**config.mk**
```make
export PLATFORM = sky130hd
export DESIGN_NAME = soqpsk_lut_sequencer
export DESIGN_NICKNAME = d
export VERILOG_FILES = /design/src/rtl/soqpsk_pkg.sv /design/src/rtl/soqpsk_precoder.sv /design/src/rtl/soqpsk_lut_sequencer.sv
export SDC_FILE = /design/constraint.sdc
export NUM_CORES = 1
export LEC_CHECK = 0
export ABC_AREA = 1
export CORE_ASPECT_RATIO = 1.75
export CORE_MARGIN = 2
export CORE_UTILIZATION = 51
export DETAILED_ROUTE_END_ITERATION = 10
export HOLD_SLACK_MARGIN = 0.15
export PLACE_DENSITY = 0.79
export SLEW_MARGIN = 20
export SYNTH_ARGS = -nofsm -noshare
export SYNTH_HDL_FRONTEND = slang
export SYNTH_SLANG_ARGS = --single-unit
```
**constraint.sdc**
```tcl
create_clock -name clock -period 2 [get_ports clock]
set_input_delay 0.6 -clock clock [delete_from_list [all_inputs] [get_ports clock]]
set_output_delay 0.6 -clock clock [all_outputs]
set_load 0.005 [all_outputs]
```
**src/rtl/soqpsk_pkg.sv**
```systemverilog
// Shared constants, alpha encoding and FSM state type for the SOQPSK shaping-ROM sequencer.
package soqpsk_pkg;

    localparam logic [1:0] ALPHA_ZERO = 2'b00;
    localparam logic [1:0] ALPHA_POS  = 2'b01;
    localparam logic [1:0] ALPHA_NEG  = 2'b11;

    localparam int unsigned SPB    = 32;
    localparam int unsigned IDX_W  = 5;
    localparam int unsigned ADDR_W = 9;

    localparam int unsigned ADDR_IDX_LSB  = 0;
    localparam int unsigned ADDR_CUR_LSB  = 5;
    localparam int unsigned ADDR_PREV_LSB = 7;

    localparam logic [IDX_W-1:0] IDX_LAST = IDX_W'(SPB - 1);

    typedef enum logic {
        IDLE,
        RUN
    } state_t;

    function automatic logic [ADDR_W-1:0] make_addr(input logic [1:0]       prev,
                                                    input logic [1:0]       cur,
                                                    input logic [IDX_W-1:0] idx);
        logic [ADDR_W-1:0] a;
        a = '0;
        a[ADDR_PREV_LSB +: 2]    = prev;
        a[ADDR_CUR_LSB +: 2]     = cur;
        a[ADDR_IDX_LSB +: IDX_W] = idx;
        return a;
    endfunction

endpackage

```
**src/rtl/soqpsk_precoder.sv**
```systemverilog
// Combinational SOQPSK precoder: alpha_k = (-1)^(k+1) * a_{k-1} * (a_k - a_{k-2}) / 2.
module soqpsk_precoder
    import soqpsk_pkg::*;
(
    input  logic       i_bit,
    input  logic       i_hist1,
    input  logic       i_hist2,
    input  logic       i_parity,
    output logic [1:0] o_alpha
);

    logic w_neg;

    // Each of {k even, a_{k-1} = -1, a_k = -1} contributes one sign flip.
    assign w_neg = ~(i_parity ^ i_hist1 ^ i_bit);

    always_comb begin
        o_alpha = ALPHA_ZERO;
        if (i_bit != i_hist2) begin
            o_alpha = w_neg ? ALPHA_NEG : ALPHA_POS;
        end
    end

endmodule

```
**src/rtl/soqpsk_lut_sequencer.sv**
```systemverilog
// Walks the registered-output shaping ROM through 32 samples per precoded symbol and
// accumulates the returned frequency pulse into a running phase.
module soqpsk_lut_sequencer
    import soqpsk_pkg::*;
#(
    parameter int unsigned LUT_LATENCY = 1,
    parameter int unsigned PHASE_W     = 16
) (
    input  logic               clock,
    input  logic               reset_n,
    input  logic               bit_in,
    input  logic               bit_valid,
    output logic               bit_ready,
    output logic [8:0]         lut_address,
    input  logic [13:0]        lut_q,
    output logic [13:0]        sample_out,
    output logic               sample_valid,
    output logic [PHASE_W-1:0] phase_out,
    output logic               underflow,
    output logic               busy
);

    state_t                 r_state;
    logic [IDX_W-1:0]       r_idx;
    logic [1:0]             r_prev;
    logic [1:0]             r_cur;
    logic                   r_hist1;
    logic                   r_hist2;
    logic                   r_parity;
    logic [ADDR_W-1:0]      r_addr;
    logic                   r_addr_vld;
    logic                   r_underflow;
    logic [LUT_LATENCY-1:0] r_pipe;
    logic [13:0]            r_sample;
    logic                   r_sample_vld;
    logic [PHASE_W-1:0]     r_phase;

    logic [1:0]             w_alpha;
    logic                   w_accept;
    logic [PHASE_W-1:0]     w_q_ext;

    soqpsk_precoder u_precoder (
        .i_bit    (bit_in),
        .i_hist1  (r_hist1),
        .i_hist2  (r_hist2),
        .i_parity (r_parity),
        .o_alpha  (w_alpha)
    );

    // Ready depends only on registered state, never on bit_valid.
    assign bit_ready = (r_state == IDLE) || (r_idx == IDX_LAST);
    assign w_accept  = bit_valid && bit_ready;

    always_ff @(posedge clock or negedge reset_n) begin
        if (!reset_n) begin
            r_state     <= IDLE;
            r_idx       <= '0;
            r_prev      <= ALPHA_ZERO;
            r_cur       <= ALPHA_ZERO;
            r_hist1     <= 1'b1;
            r_hist2     <= 1'b1;
            r_parity    <= 1'b0;
            r_addr      <= '0;
            r_addr_vld  <= 1'b0;
            r_underflow <= 1'b0;
        end else begin
            r_addr_vld  <= 1'b0;
            r_underflow <= 1'b0;
            if (w_accept) begin
                r_state    <= RUN;
                r_prev     <= r_cur;
                r_cur      <= w_alpha;
                r_idx      <= '0;
                r_hist1    <= bit_in;
                r_hist2    <= r_hist1;
                r_parity   <= ~r_parity;
                r_addr     <= make_addr(r_cur, w_alpha, '0);
                r_addr_vld <= 1'b1;
            end else if (r_state == RUN) begin
                if (r_idx != IDX_LAST) begin
                    r_idx      <= r_idx + IDX_W'(1);
                    r_addr     <= make_addr(r_prev, r_cur, r_idx + IDX_W'(1));
                    r_addr_vld <= 1'b1;
                end else begin
                    r_state     <= IDLE;
                    r_underflow <= 1'b1;
                end
            end
        end
    end

    assign w_q_ext = PHASE_W'($signed(lut_q));

    // r_pipe[LUT_LATENCY-1] marks the cycle in which lut_q holds a tracked address's data.
    always_ff @(posedge clock or negedge reset_n) begin
        if (!reset_n) begin
            r_pipe       <= '0;
            r_sample     <= '0;
            r_sample_vld <= 1'b0;
            r_phase      <= '0;
        end else begin
            r_pipe[0] <= r_addr_vld;
            for (int i = 1; i < int'(LUT_LATENCY); i++) begin
                r_pipe[i] <= r_pipe[i-1];
            end
            r_sample_vld <= r_pipe[LUT_LATENCY-1];
            if (r_pipe[LUT_LATENCY-1]) begin
                r_sample <= lut_q;
                r_phase  <= r_phase + w_q_ext;
            end
        end
    end

    assign lut_address  = r_addr;
    assign sample_out   = r_sample;
    assign sample_valid = r_sample_vld;
    assign phase_out    = r_phase;
    assign underflow    = r_underflow;
    assign busy         = (r_state == RUN);

endmodule
```
==> flow_summary.yaml, run 1 <==
status:
  outcome: "finished, violations left"
  violations: "negative setup slack"
routing:
  vias_per_cell: 4.89
  vias: 2572
  drc: 0
  routed_wl_um: 6930
  drtAntennaViolNets: 0
  drtIter0Drc: 95
  wl_per_cell_um: 13.2
  drtPass1Iterations: 4
clocking:
  insertion_delay_ns: 0.31
  h-tree-depth: 2
  cts_sinks: 50
  cts_hold_repair.buffers: 0
  tritoncts: "built"
  cts.path.max_buffers: 2
  cts_buffers: 5
  clockRootBuffer: "clkbuf_8"
  clk_pin_slew_ns: 0.10
synthesis:
  ys_types: 33
  async_flop_share: 1.00
  yosys_warnings: 0
  ys_seq_elements: 50
  synth_edf_count: 0
  synth_nets: 406
  synthFlopType: "dfrtp_1"
  syn_avg_cell_area_um2: 7.66
  ys_seq_area_frac: 0.443
  syn_area_mm2: 0.00283
  syn_inst: 370
timing:
  fin_tns_setup_ns: -0.0305
  tightest_slew_ns: 0.564
  skew_ns: 0.00679
  slew_violations: 0
  rsz0062_at_grt: "yes"
  layout_setup_ws_ns: -0.0305
  fmax_ghz: 0.492
  hold_violations: 0
  finalSetupViolCount: 1
  fin_crit_ns: 2.03
  fin_crit_sh: 1.02
  slew_headroom: 0.623
power:
  power_density_mw_per_mm2: 1440
  ir_drop_uv: 971
  leakage_uw: 0.00202
  switchingPower_uw: 2280
  clockPowerShare: 0.116
  combPwrFrac: 0.581
  power.total_uw: 5640
  sw_frac_of_total: 0.403
  pwr-share-seq: 0.303
  power.internal_uw: 3370
grt:
  gr-usage-all-layers: 0.234
  grt_pass1_wl_um: 11000
  gr-total-overflow: 0
  grt_pass1_vias: 2541
  antenna_found_initial: 0
  grt_max_degree: 35
worst_setup_path:
  cp_top_family: "flip-flops"
  crit_start: "r_idx[0]"
  crit_buf_inv: 2
  worstPathMaxFanout: 2
  crit_chain: "ha_2 -> and3_4 -> ha_4 -> nor2_4 -> inv_2 -> buf_2"
  cpPeakStageDelay_ns: 0.39
  cp.required_ns: 1.40
  arrival_ns: 1.43
  slowest_stage: "dfrtp_1"
  critPathLaunchType: "register"
  endpoint_kind: "output port"
  critPathKind: "reg -> out"
  regToRegStartpoint: "r_idx[1]"
finish:
  fill_cells: 405
  mostFrequentLayoutCells: "nand2_1, clkdlybuf4s50_1, dfrtp_1, inv_1"
  area_growth_pct: 38.4
  n_antenna_cell: 0
  final_nets: 487
  mostFrequentLayoutCell: "nand2_1"
  drive_gt1_frac: 0.170
  final_cells: 526
floorplan:
  io_pins: 61
  core_area_mm2: 0.00530
  start_util: 0.535
  dieArea_mm2: 0.00619
  dieHeight_um: 103
  num_rows: 35
  die_w_um: 60.3
placement:
  io_buffers: 60
  place_inst: 514
  dp_hpwl_um: 4910
  gp_congestion: 0.954
  place_ws_ns: -0.467
run:
  maxCapViolCount: 0
hold_path:
  hold_path.class: "in -> async"
area by class of cell:
cell class	instances	area, um^2	share of cell area
Inverter	46	175	0.0447
Timing Repair Buffer	80	757	0.193
Multi-Input combinational cell	268	1540	0.394
Tap cell	74	92.6	0.0236
Sequential cell	50	1250	0.320
Clock buffer	6	82.6	0.0211
Clock inverter	2	16.3	0.00415
stage by stage:
| stage | instance area, um^2 | util | hold slack (ns) |
|---|---|---|---|
| 3_5_place_dp | 3600 | 0.680 | 0.414 |
| 2_1_floorplan | 2830 | - | 0.304 |
| 3_3_place_gp | 3600 | 0.680 | 0.422 |
| 5_1_grt | 3920 | 0.740 | 0.280 |
| 6_report | 3920 | 0.740 | 0.269 |
| 4_1_cts | 3720 | 0.703 | 0.273 |
Yosys cell counts (all sizes together), types with 3 or more instances:
cell	count	area (um^2)
nand2	168	641
or2	4	25.0
ha	17	213
inv	46	175
dfrtp	48	1200
clkbuf	5	28.8
nand3	20	100
nor3	4	25.0
o21ai	12	67.6
nor2	15	82.6
xor2	3	26.3
xnor2	4	35.0
a21oi	10	50.1
metal layers:
layer / GRT usage / wire length [um] / vias to the layer above
li1: - / - / 1311
met1: 0.248 / 2640 / 1191
met2: 0.421 / 3800 / 54
met3: 0.0414 / 237 / 16
met4: 0.130 / 245 / 0
met5: 0 / 0 / -
cell families (layout without fill, tap and decap cells):
kind of cell / Yosys count / after routing / synth area share
AND/OR/NAND/NOR: 218 / 218 / 0.326
buffers and inverters: 52 / 134 / 0.0760
flip-flops: 50 / 50 / 0.443
AO/OA/AOI/OAI: 25 / 25 / 0.0521
adder cells (fa/ha/maj): 18 / 18 / 0.0822
XOR/XNOR: 7 / 7 / 0.0216
state kept, by name, indices dropped and copies added (netlist names):
signal / cells
r_hist2: 1
r_idx: 4
sample_valid: 1
r_parity: 1
r_hist1: 1
underflow: 1
sample_out: 14
r_pipe: 1
phase_out: 16
r_addr_vld: 1
lut_address: 5
r_cur: 2
r_prev: 2
power groups by stage:
stage                     Sequential, uW  Clock [uW]  Combinational [uW]
after floorplan                     1680           0                1680
after global placement              1660           0                2860
after detailed placement            1670           0                2940
after CTS                           1660         669                2990
after global routing                1750         710                3690
final                               1710         653                3280
repair_timing:
item | CTS | global route
setup buffers | 0 | 4
gates cloned | 0 | 0
endpoints found under the setup margin | 11 | 14
pin swaps | 4 | 5
gates resized for setup | 13 | 25
path summary, 6_finish.rpt:
kind	end	slack, ns	depth (start not counted)
worst max-delay path	bit_ready	-0.03	6
worst min-delay path	sample_out[11]	0.27	2
worst max register to register	r_idx[0]	0.26	9
worst min register to register	r_pipe	0.44	0
max in group asynchronous	r_hist2	1.41	2
min in group clock	r_pipe	0.44	0
Power figures use the tool's default switching activity.
==> run 2, diff against run 1 <==
- clock period: 2 -> 1.93 ns (I/O delays scaled with it)
==> run 2 against run 1 <==
Effect of this change: register-to-register slack worse by 0.09 ns; critical path type unchanged; worst hold slack worse by 0.025 ns; die area did not move; total power grew 4.5%; routed wire length increased by 1.0%; global-route usage up 0.23 points; utilization about the same; clock power increased by 16%; the flow still finishes with violations (negative setup slack).
==> flow_summary.yaml, run 2 (synthesized netlist as in run 1, its figures left out) <==
placement:
  gp_congestion: 0.954
  dp_hpwl_um: 4920
  placed_area_mm2: 0.00360
  place_inst: 514
  io_buffers: 60
  place_ws_ns: -0.513
worst_setup_path:
  endpoint_kind: "output port"
  worstPathMaxFanout: 2
  arrival_ns: 1.44
  critPathLaunchType: "register"
  r2r_cells: 9
  cp.required_ns: 1.35
  critPathKind: "reg -> out"
timing:
  fmax_ghz: 0.494
  fin_crit_ns: 2.02
  layout_setup_ws_ns: -0.0924
  hold_violations: 0
  skew_ns: 0.00818
  finalSetupViolCount: 1
  fin_tns_setup_ns: -0.0924
  rsz0062_at_grt: "yes"
  slew_violations: 0
  slew_headroom: 0.620
  tightest_slew_ns: 0.569
  fin_crit_sh: 1.05
status:
  outcome: "finished, violations left"
  violations: "negative setup slack"
hold_path:
  hold_path.class: "in -> async"
clocking:
  cts.path.max_buffers: 2
  tritoncts: "built"
  clockRootBuffer: "clkbuf_8"
  h-tree-depth: 2
  cts_buffers: 5
  clk_pin_slew_ns: 0.10
  insertion_delay_ns: 0.31
  cts_sinks: 50
  cts_hold_repair.buffers: 0
routing:
  drtIter0Drc: 90
  routed_wl_um: 7000
  drtPass1Iterations: 4
  vias_per_cell: 4.93
  wl_per_cell_um: 13.3
  drtAntennaViolNets: 0
  vias: 2589
  drc: 0
floorplan:
  die_w_um: 60.3
  dieHeight_um: 103
  core_area_mm2: 0.00530
  dieArea_mm2: 0.00619
  io_pins: 61
  num_rows: 35
  start_util: 0.535
finish:
  n_antenna_cell: 0
  largest_reg_flops: 16
  drive_gt1_frac: 0.164
  final_cells: 525
  final_nets: 486
  fill_cells: 422
  mostFrequentLayoutCell: "nand2_1"
  fin_util: 0.740
  mostFrequentLayoutCells: "nand2_1, clkdlybuf4s50_1, dfrtp_1, inv_1, nand3_1"
  multi_input_area_mm2: 0.00154
  postLayoutCellArea_mm2: 0.00392
  seq_area_mm2: 0.00125
  area_growth_pct: 38.4
grt:
  grt_pass1_vias: 2540
  gr-usage-all-layers: 0.236
  gr-total-overflow: 0
  grt_max_degree: 35
  grt_pass1_wl_um: 11100
  antenna_found_initial: 0
run:
  maxCapViolCount: 0
power:
  leakage_uw: 0.00201
  ir_drop_uv: 985
  power_density_mw_per_mm2: 1500
[run 2: cell count changes in the layout (fill, tap and decap cells not counted), moves of 2 or more]
cell | previous run | this run
a21oi_1 | 6 | 8
a21oi_2 | 4 | 2
buf_4 | 20 | 18
dlymetal6s2s_1 | 7 | 5
[run 2: worst paths after layout]
| check | startpoint | end | slack [ns] |
|---|---|---|---|
| max in group asynchronous | reset_n | r_hist2 | 1.36 |
| min | reset_n | sample_out[10] | 0.24 |
| min reg2reg | r_addr_vld | r_pipe | 0.44 |
| min in group clock | r_addr_vld | r_pipe | 0.44 |
| max | r_idx[1] | bit_ready | -0.09 |
| max reg2reg | r_idx[1] | r_idx[0] | 0.17 |
[run 2: cell type report]
type	instances	share of cell area
multi-input combinational	268	0.393
clock inverter	2	0.00958
clock buffer	6	0.0185
tap	74	0.0236
inverter	46	0.0447
timing repair buffer	79	0.191
sequential	50	0.320
[run 2: through the flow]
stage	hold slack [ns]	power, uW
6_report	0.244	5900
5_1_grt	0.260	6390
4_1_cts	0.253	5630
3_3_place_gp	0.422	4690
2_1_floorplan	0.283	3490
3_5_place_dp	0.415	4780
[run 2: worst max-delay path, cell delays in order (launching register included)]
cell,delay (ns)
dfrtp_1,0.40
ha_2,0.18
and3_4,0.16
ha_4,0.16
nor2_4,0.08
inv_1,0.04
buf_2,0.11
[run 2: layer usage]
layer / track usage / vias to the layer above / routed length (um)
li1: - / 1304 / -
met1: 0.242 / 1193 / 2540
met2: 0.430 / 68 / 3840
met3: 0.0439 / 24 / 327
met4: 0.135 / 0 / 293
met5: 0 / - / 0
[run 2: repair_timing]
item	4_1_cts	5_1_grt
setup endpoints to repair	14	15
gates resized for setup	17	20
setup buffers	1	2
pin swaps	4	4
[run 2: where the power goes]
group | internal (uW) | switching (uW) | total (uW)
Sequential | 1450 | 322 | 1780
Clock | 387 | 369 | 756
Combinational | 1720 | 1650 | 3370
Total | 3560 | 2340 | 5900
